**config.mk**
```make
export PLATFORM = sky130hd
export DESIGN_NAME = alu16
export DESIGN_NICKNAME = d
export VERILOG_FILES = /design/src/rtl/alu16.sv
export SDC_FILE = /design/constraint.sdc
export NUM_CORES = 2
export LEC_CHECK = 0
export CAP_MARGIN = 20
export CORE_UTILIZATION = 50
export DETAILED_ROUTE_END_ITERATION = 8
export PLACE_DENSITY = 0.7
export SLEW_MARGIN = 30
export SYNTH_ARGS = -nofsm -noshare
export SYNTH_HDL_FRONTEND = slang
export SYNTH_SLANG_ARGS = --single-unit
```
**constraint.sdc**
```tcl
create_clock -name clk -period 2.2 [get_ports clk]
set_input_delay 0.55 -clock clk [delete_from_list [all_inputs] [get_ports clk]]
set_output_delay 0.55 -clock clk [all_outputs]
set_load 0.02 [all_outputs]
```
**src/rtl/alu16.sv**
```systemverilog
// 16-bit registered ALU: one-cycle latency from alu_enable to result, status flags and done.
// Compare/test ops update only the flags; undefined opcodes still pulse done.
module alu16 #(
  parameter int WIDTH = 16
) (
  input  logic             clk,
  input  logic             rst_b,
  input  logic             alu_enable,
  input  logic [5:0]       opcode,
  input  logic [WIDTH-1:0] term1,
  input  logic [WIDTH-1:0] term2,
  output logic [WIDTH-1:0] result,
  output logic             fl_zero,
  output logic             fl_negative,
  output logic             fl_carry,
  output logic             fl_overflow,
  output logic             done
);

  localparam int SH_W = $clog2(WIDTH);

  localparam logic [5:0] OP_ADD = 6'b000000, OP_SUB = 6'b000001, OP_MUL = 6'b000010,
                         OP_DIV = 6'b000011, OP_MOD = 6'b000100, OP_AND = 6'b000101,
                         OP_OR  = 6'b000110, OP_XOR = 6'b000111, OP_NOT = 6'b001000,
                         OP_CMP = 6'b001001, OP_MOV = 6'b001010, OP_RSR = 6'b001011,
                         OP_RSL = 6'b001100, OP_LSR = 6'b001101, OP_LSL = 6'b001110,
                         OP_TST = 6'b001111, OP_INC = 6'b010000, OP_DEC = 6'b010001;

  localparam logic [WIDTH-1:0] MIN_NEG = {1'b1, {(WIDTH-1){1'b0}}};
  localparam logic [WIDTH-1:0] MAX_POS = {1'b0, {(WIDTH-1){1'b1}}};

  logic signed [WIDTH-1:0]   a_s, b_s;
  logic signed [2*WIDTH-1:0] prod_s;
  logic [SH_W-1:0]           sh, lsl_idx, lsr_idx;
  logic [2*WIDTH-1:0]        rot_r, rot_l;
  logic [WIDTH:0]            sum_p0;
  logic [WIDTH-1:0]          val_p0;
  logic                      c_p0, v_p0, upd_res_p0, upd_flg_p0;

  logic [WIDTH-1:0]          result_p1;
  logic                      z_p1, n_p1, c_p1, v_p1, vld_p1;

  // True when the full-width signed product cannot be represented in WIDTH bits.
  function automatic logic mul_ovf(input logic signed [2*WIDTH-1:0] p);
    mul_ovf = (p[2*WIDTH-1:WIDTH-1] != {(WIDTH+1){1'b0}}) &&
              (p[2*WIDTH-1:WIDTH-1] != {(WIDTH+1){1'b1}});
  endfunction

  assign a_s     = term1;
  assign b_s     = term2;
  assign prod_s  = a_s * b_s;
  assign sh      = term1[SH_W-1:0];
  assign lsr_idx = sh - 1'b1;
  assign lsl_idx = '0 - sh;
  assign rot_r   = {term2, term2} >> sh;
  assign rot_l   = {term2, term2} << sh;

  always_comb begin
    val_p0     = result_p1;
    sum_p0     = '0;
    c_p0       = 1'b0;
    v_p0       = 1'b0;
    upd_res_p0 = 1'b1;
    upd_flg_p0 = 1'b1;
    case (opcode)
      OP_ADD: begin
        sum_p0 = {1'b0, term1} + {1'b0, term2};
        val_p0 = sum_p0[WIDTH-1:0];
        c_p0   = sum_p0[WIDTH];
        v_p0   = (term1[WIDTH-1] == term2[WIDTH-1]) && (val_p0[WIDTH-1] != term1[WIDTH-1]);
      end
      OP_SUB, OP_CMP: begin
        val_p0     = term1 - term2;
        c_p0       = term1 < term2;
        v_p0       = (term1[WIDTH-1] != term2[WIDTH-1]) && (val_p0[WIDTH-1] != term1[WIDTH-1]);
        upd_res_p0 = (opcode == OP_SUB);
      end
      OP_MUL: begin
        val_p0 = prod_s[WIDTH-1:0];
        c_p0   = mul_ovf(prod_s);
        v_p0   = c_p0;
      end
      OP_DIV: begin
        if (term2 == '0) begin
          val_p0 = '0;
          v_p0   = 1'b1;
        end else if (term1 == MIN_NEG && term2 == '1) begin
          val_p0 = MIN_NEG;
          v_p0   = 1'b1;
        end else begin
          val_p0 = a_s / b_s;
        end
      end
      OP_MOD: begin
        if (term2 == '0) begin
          val_p0 = '0;
          v_p0   = 1'b1;
        end else if (term1 == MIN_NEG && term2 == '1) begin
          val_p0 = '0;
        end else begin
          val_p0 = a_s % b_s;
        end
      end
      OP_AND: val_p0 = term1 & term2;
      OP_OR:  val_p0 = term1 | term2;
      OP_XOR: val_p0 = term1 ^ term2;
      OP_NOT: val_p0 = ~term1;
      OP_MOV: val_p0 = term2;
      OP_RSR: begin
        val_p0 = rot_r[WIDTH-1:0];
        c_p0   = (sh != '0) && val_p0[WIDTH-1];
      end
      OP_RSL: begin
        val_p0 = rot_l[2*WIDTH-1:WIDTH];
        c_p0   = (sh != '0) && val_p0[0];
      end
      OP_LSR: begin
        val_p0 = term2 >> sh;
        c_p0   = (sh != '0) && term2[lsr_idx];
      end
      OP_LSL: begin
        val_p0 = term2 << sh;
        c_p0   = (sh != '0) && term2[lsl_idx];
      end
      OP_TST: begin
        val_p0     = term1 & term2;
        upd_res_p0 = 1'b0;
      end
      OP_INC: begin
        val_p0 = term1 + 1'b1;
        c_p0   = (term1 == '1);
        v_p0   = (term1 == MAX_POS);
      end
      OP_DEC: begin
        val_p0 = term1 - 1'b1;
        c_p0   = (term1 == '0);
        v_p0   = (term1 == MIN_NEG);
      end
      default: begin
        upd_res_p0 = 1'b0;
        upd_flg_p0 = 1'b0;
      end
    endcase
  end

  // Stage p0 -> p1: capture result/flags on enable; done follows enable by one cycle.
  always_ff @(posedge clk or posedge rst_b) begin
    if (rst_b) begin
      result_p1 <= '0;
      z_p1      <= 1'b0;
      n_p1      <= 1'b0;
      c_p1      <= 1'b0;
      v_p1      <= 1'b0;
      vld_p1    <= 1'b0;
    end else begin
      vld_p1 <= alu_enable;
      if (alu_enable && upd_res_p0) result_p1 <= val_p0;
      if (alu_enable && upd_flg_p0) begin
        z_p1 <= (val_p0 == '0);
        n_p1 <= val_p0[WIDTH-1];
        c_p1 <= c_p0;
        v_p1 <= v_p0;
      end
    end
  end

  assign result      = result_p1;
  assign fl_zero     = z_p1;
  assign fl_negative = n_p1;
  assign fl_carry    = c_p1;
  assign fl_overflow = v_p1;
  assign done        = vld_p1;

endmodule

```
# Word-level counts from Yosys, hierarchy flattened

Index checks and enable logic that the tools add are counted.
W data, S select, Z words.

Bitwise operators: 4
Shift operators: 4
$lt $le $gt $ge: 3
Equality and inequality tests: 26
Multipliers: 1
Reduce and logical (&&, ||, !) cells: 20
Mux-type cells: 16
$add $sub $neg: 6
Divide/modulo/power cells: 2

Operators with widths:

| cell                    | number |
|---|---|
| $pmux W16 S16           | 1 |
| $mux W16                | 4 |
| $eq A16 B16 Y1 const B  | 3 |
| $eq A6 B4 Y1 const B    | 8 |
| $logic_not A16 Y1       | 3 |
| $mul A16 B16 Y32        | 1 |
| $shl A32 B4 Y32         | 1 |
| $shr A32 B4 Y16         | 1 |
| $eq A6 B3 Y1 const B    | 4 |
| $reduce_or A18 Y1       | 1 |
| $add A16 B16 Y17        | 1 |
| $ne A17 B17 Y1 const B  | 1 |
| $reduce_bool A17 Y1     | 1 |
| $add A16 B1 Y16 const B | 1 |
| $and A16 B16 Y16        | 1 |
| $div A16 B16 Y16        | 1 |
| $eq A16 B15 Y1 const B  | 1 |
| $lt A16 B16 Y1          | 1 |
| $mod A16 B16 Y16        | 1 |
| $not A16 Y16            | 1 |
| $or A16 B16 Y16         | 1 |
| $shl A16 B4 Y16         | 1 |
| $shr A16 B4 Y16         | 1 |
| $sub A16 B1 Y16 const B | 1 |
| 20 further kinds        | 41 |

Word-level logic and storage cells: 88
Register bits after elaboration: 21
Bits of input ports: 41
Output and inout bits: 21

# Logic depth before layout (Yosys ltp)

Depth after elaboration: 6
Gate-level depth with buffers: 164
Depth with buffers taken out: 146

# Worst setup path before layout

OpenSTA, ideal clock, no wires.

Kind: input -> register
From: in term2[0]
To: reg z_p1 (netlist: fl_zero)
Cell stages on the path: 146
Slack: -31,454 ps
Path buffers: 19
Data required time: 2,096 ps
Data arrival time: 33,551 ps
Library setup time: 104 ps
Path through: buf_6 -> inv_1 -> buf_1 -> ha_1 -> nor2b_1 -> a31oi_1 -> xnor2_1 -> nor2b_1 -> buf_6 -> buf_6 -> nand2_2 -> or3_1 -> nor2_1 -> mux2i_1 -> ha_1 -> o21a_1 -> nor2_1 -> nor2b_1 -> [... 110 more ...] -> a2111oi_0 -> or2_2 -> ha_1 -> o21a_1 -> o31ai_1 -> a21oi_1 -> o31a_1 -> o21a_1 -> buf_6 -> clkbuf_1 -> dlygate4sd3_1 -> nor3_1 -> nor3_1 -> or4_4 -> or4b_1 -> and3_4 -> a211o_1 -> o41ai_2

Longest elaborated chain between the ends: 6
Elaborated cells on any way between the ends: 21
Classes of those cells: add/sub: 2; mul: 1; div: 2; eq/ne: 1; shift: 4; mux: 5; bitwise: 3; reduce/logical: 3

RTL lines:

| element                                                                  | line | RTL |
|---|---|---|
| start: declaration                                                       | 11   | `input logic [WIDTH-1:0] term2,` |
| parallel branches: the longest is 4 deep, another holds $mod A16 B16 Y16 | --   |  |
| $pmux W16 S16 (*)                                                        | 65   | `case (opcode)` |
| $logic_not A16 Y1 (*)                                                    | 159  | `z_p1 <= (val_p0 == '0);` |
| end signal: assignment                                                   | 159  |  |
| end: declaration                                                         | 41   | `logic z_p1, n_p1, c_p1, v_p1, vld_p1;` |

Every way passes the cells marked *.
A chain may end at the register's enable or synchronous reset.

# Final worst setup path

From: in term2[1]
To: reg z_p1 (netlist: fl_zero)

The elaborated chain is that of the path after synthesis.

==> results by stage <==
Status:
- The flow ran to the end, but the final reports show violations.
- The final reports fail on negative setup slack.

Clock network:
- The clock latency reported for the late side of the worst-skew pair is 0.25 ns.
- The cell at the root of the clock tree is clkbuf_16.
- In this run the number of H-tree levels came out at 1.
- The clock net in this run drives a total of 21 sinks.
- TritonCTS built the clock tree.
- In this run the deepest clock path goes through 2 buffers.
- After clock tree synthesis, the clock-pin slew on the worst setup and hold paths is 0.06 ns.
- For this design, the CTS-stage hold fixing added 0 buffers.
- The number of CTS-inserted buffers is 3.

Placement:
- During placement, the flow inserted port buffers numbering 61.
- OpenSTA, run right after detailed placement, puts the worst setup slack at -27.56 ns.
- Once placement completed, the tool counted placed cells totaling 5250.
- The sum of net half-perimeters after detailed placement is 99200 um.
- At the end of routability-driven placement, the weighted congestion stood at 1.08.
- The cell area reported after detailed placement is roughly 37000 sq um.

Route:
- The average via count per standard cell is 6.34.
- The detailed router placed 35000 vias in this run.
- The post-detailed-route DRC marker count is 0.
- For this run, the detailed router's first-pass iteration total came to 8.
- After the first detailed-routing iteration, the DRC count stood at 4532.
- The total routed wirelength is roughly 140000 um.
- The average routed wire per standard cell is 24.9 um.
- The count of nets left with antenna violations once routing finished came out at 0.

Layout:
- Counting the fill cells in the layout gives 3368.
- Compared with the post-synthesis result, the final layout area differs by 58.4%.
- The cell area after layout is 41700 sq um.
- The final instance count without filler cells is 5518.
- The number of nets in the finished design is 5431.
- In the final layout, the share of cells above drive strength 1 is 41.8%.

STA:
- The worst pin sits at a relative slew slack of a little under half.
- The tightest hold path in the finished design has a slack of 0.502 ns.
- Setup violations remaining at the end of the flow were counted as 20.
- Static timing analysis puts the maximum clock frequency at 0.0342 GHz.
- Between clock sinks in the finished design, the worst skew comes to 0.000974 ns.
- The actual transition at the worst max-transition pin is 0.801 ns.
- The post-route fraction of the period consumed by the critical path is 1330%.
- Setup repair after global routing could not meet its margin everywhere.
- The max-slew violation total from the final report is 0.
- The final hold violation count was 0.
- The shortest clock period the worst path allows after layout is 29.28 ns.
- The worst-case setup margin in the final layout is -27.08 ns.
- The total negative setup slack is -488.09 ns.

Global route:
- The maximum number of pins on one net before global-route repair is roughly 50.
- The initial antenna violation count is 4.
- The first global-routing pass estimated 192000 um of wire.
- The most used routing layer in global routing is met2.
- The met2 track demand over resource in global routing is 70.7%.
- The via count of the first global-routing pass is 33400.
- Global routing used 11.3% of the available met3 tracks.
- The global-route met1 utilization is approximately three fifths.
- The sum of overflow across all layers after global routing is 0.
- Global routing used a little under half of the available tracks.

Yosys:
- Counting flops with an async set or reset pin after synthesis yields a share of 100%.
- The number of enable flip-flop cells after synthesis is 0.
- Sequential cells were found to cover under 10% of the synthesized design area.
- By area the synthesized netlist is led by fa_1 (20%), ha_1 (14%), nor2_1 (6.0%).
- In this run, synthesis produced a sequential element count of 21.
- The portion of synthesized cell area occupied by the leading cell type is between 20% and 30%.
- Of all cell types, the one taking the most synthesized area is fa_1.
- The total of warnings raised by yosys is 0.
- The average size of a mapped cell is approximately 7.5 sq um.
- Counting distinct cell types in the post-synthesis netlist gives 111.
- The most common cell in the synthesized netlist is nor2_1.
- Counting every instance in the synthesized netlist gives between 3000 and 4000.
- The net count of the mapped netlist is 4104.
- By count the netlist is led by nor2_1 (424), inv_1 (400), ha_1 (289), nand2_1 (286), fa_1 (266).
- The summed instance area of the synthesized netlist is approximately 26000 sq um.
- For this run, the leading register cell type out of synthesis is dfrtp_1.

Critical path:
- Of all nets on the critical path, the largest fanout is 8.
- The largest single stage delay on the critical path is between 0.4 and 0.5 ns.
- In this design, the critical path's most frequently occurring cell is buf_4.
- The category of the worst setup path launch point is an input pin.
- STA classifies the critical path endpoint as a flop.
- The worst register-to-register path has a setup slack of 0.44 ns.
- The data arrival time of the critical path is 29.43 ns.
- The worst setup path is of the in -> reg kind.
- The slowest cell on the critical path is a2111oi_4.
- The data required time at the worst endpoint is 2.35 ns.

Floorplan:
- The height of the die is between 200 and 250 um.
- The die covers 53600 sq um.
- The floorplan has 83 rows.
- The area of the core is 51700 sq um.
- During I/O placement, the number of pins put on the boundary was between 60 and 70.
- The starting density of the core is 51.0%.
- The floorplan step set the die width to 232 um.

Pwr:
- The maximum resistive drop on vdd is roughly 12 mV.
- The cell leakage power is 0.0200 uW.
- The areal power density over the cells is 1650 nW/um^2.

Hold path:
- The tightest min-delay check is of the reg -> reg type.

Job:
- Across the run, the number of max-cap violations was 0.
## placed cells by master, fill, tap and decap left out, types with 75 or more instances in the layout
cell type	Yosys	final
a21oi_1	229	188
buf_4	6	1326
fa_1	266	260
ha_1	289	230
inv_1	400	372
nand2_1	286	260
nor2_1	424	385
nor3_1	96	75
o21ai_0	156	114
xnor2_1	122	113
## worst paths after layout
path | startpoint | to | cells after the start
worst max-delay path | term2[1] | fl_zero$_DFFE_PP0P_ | 162
worst min-delay path | fl_overflow$_DFFE_PP0P_ | fl_overflow$_DFFE_PP0P_ | 2
worst max register to register | result[1]$_DFFE_PP0P_ | fl_zero$_DFFE_PP0P_ | 7
worst min register to register | fl_overflow$_DFFE_PP0P_ | fl_overflow$_DFFE_PP0P_ | 2
max in group asynchronous | rst_b | result[3]$_DFFE_PP0P_ | 3
min in group asynchronous | rst_b | fl_carry$_DFFE_PP0P_ | 3
## area by class of cell
class / instances / area [sq um] / area share (%)
antenna: 4 / 10.0 / 0.0240
clock buffer: 4 / 78.8 / 0.189
inverter: 412 / 1600 / 3.83
multi-input combinational: 2893 / 26400 / 63.3
sequential: 21 / 526 / 1.26
tap: 680 / 851 / 2.04
timing repair buffer: 1504 / 12200 / 29.3
## worst max-delay path: cells and delay by family
family / cells / cell delay [ns]
compound gates: 54 / 11.56
xor+xnor: 1 / 0.28
fa+ha+maj: 14 / 3.77
buf+inv: 55 / 7.37
mux: 2 / 0.64
simple gates: 36 / 5.18
## power by group
group	internal [uW]	total [uW]	leakage [uW]	switching (uW)
Clock	247	388	0.0000382	140
Sequential	502	637	0.000265	135
Combinational	32100	67800	0.0197	35700
## logic make-up (layout without fill, tap and decap cells)
group,count (synthesis),count (layout),share of synthesized area [%]
xor gates and xnor gates,178,178,5.92
and+or+nand+nor,1146,1146,20.4
adders and majority gates,555,555,33.9
other,0,4,0
muxes,89,89,4.68
DFF,21,21,1.99
buffers and inverters,594,1920,9.05
AOI/OAI and AO/OA,925,925,24.0
## flip-flops by register name, indices dropped and copies added, names as in the netlist
register and cells:
fl_overflow 1, result 16, fl_negative 1, fl_zero 1
done 1, fl_carry 1
## metal layers
| layer | wire, um | vias to the layer above |
|---|---|---|
| li1 | - | 15000 |
| met1 | 51200 | 16500 |
| met2 | 58200 | 2654 |
| met3 | 18000 | 757 |
| met4 | 9990 | 2 |
| met5 | 19 | - |
## stage by stage
step                total power, uW  utilization, %
finish                        68800            80.7
CTS                           60400            75.9
floorplan                     33700               -
detailed placement            56600            71.4
global route                  72300            80.7
global placement              55500            71.3
## what timing repair did
| action | 4_1_cts | 5_1_grt |
|---|---|---|
| buffers inserted | 159 | 111 |
| hold endpoints to repair | 0 | 0 |
| setup endpoints to repair | 20 | 20 |
| resized for setup | 294 | 386 |
| pin swaps | 173 | 187 |
| gates cloned | 2 | 5 |
No activity file was read; power rests on OpenSTA's default activity.
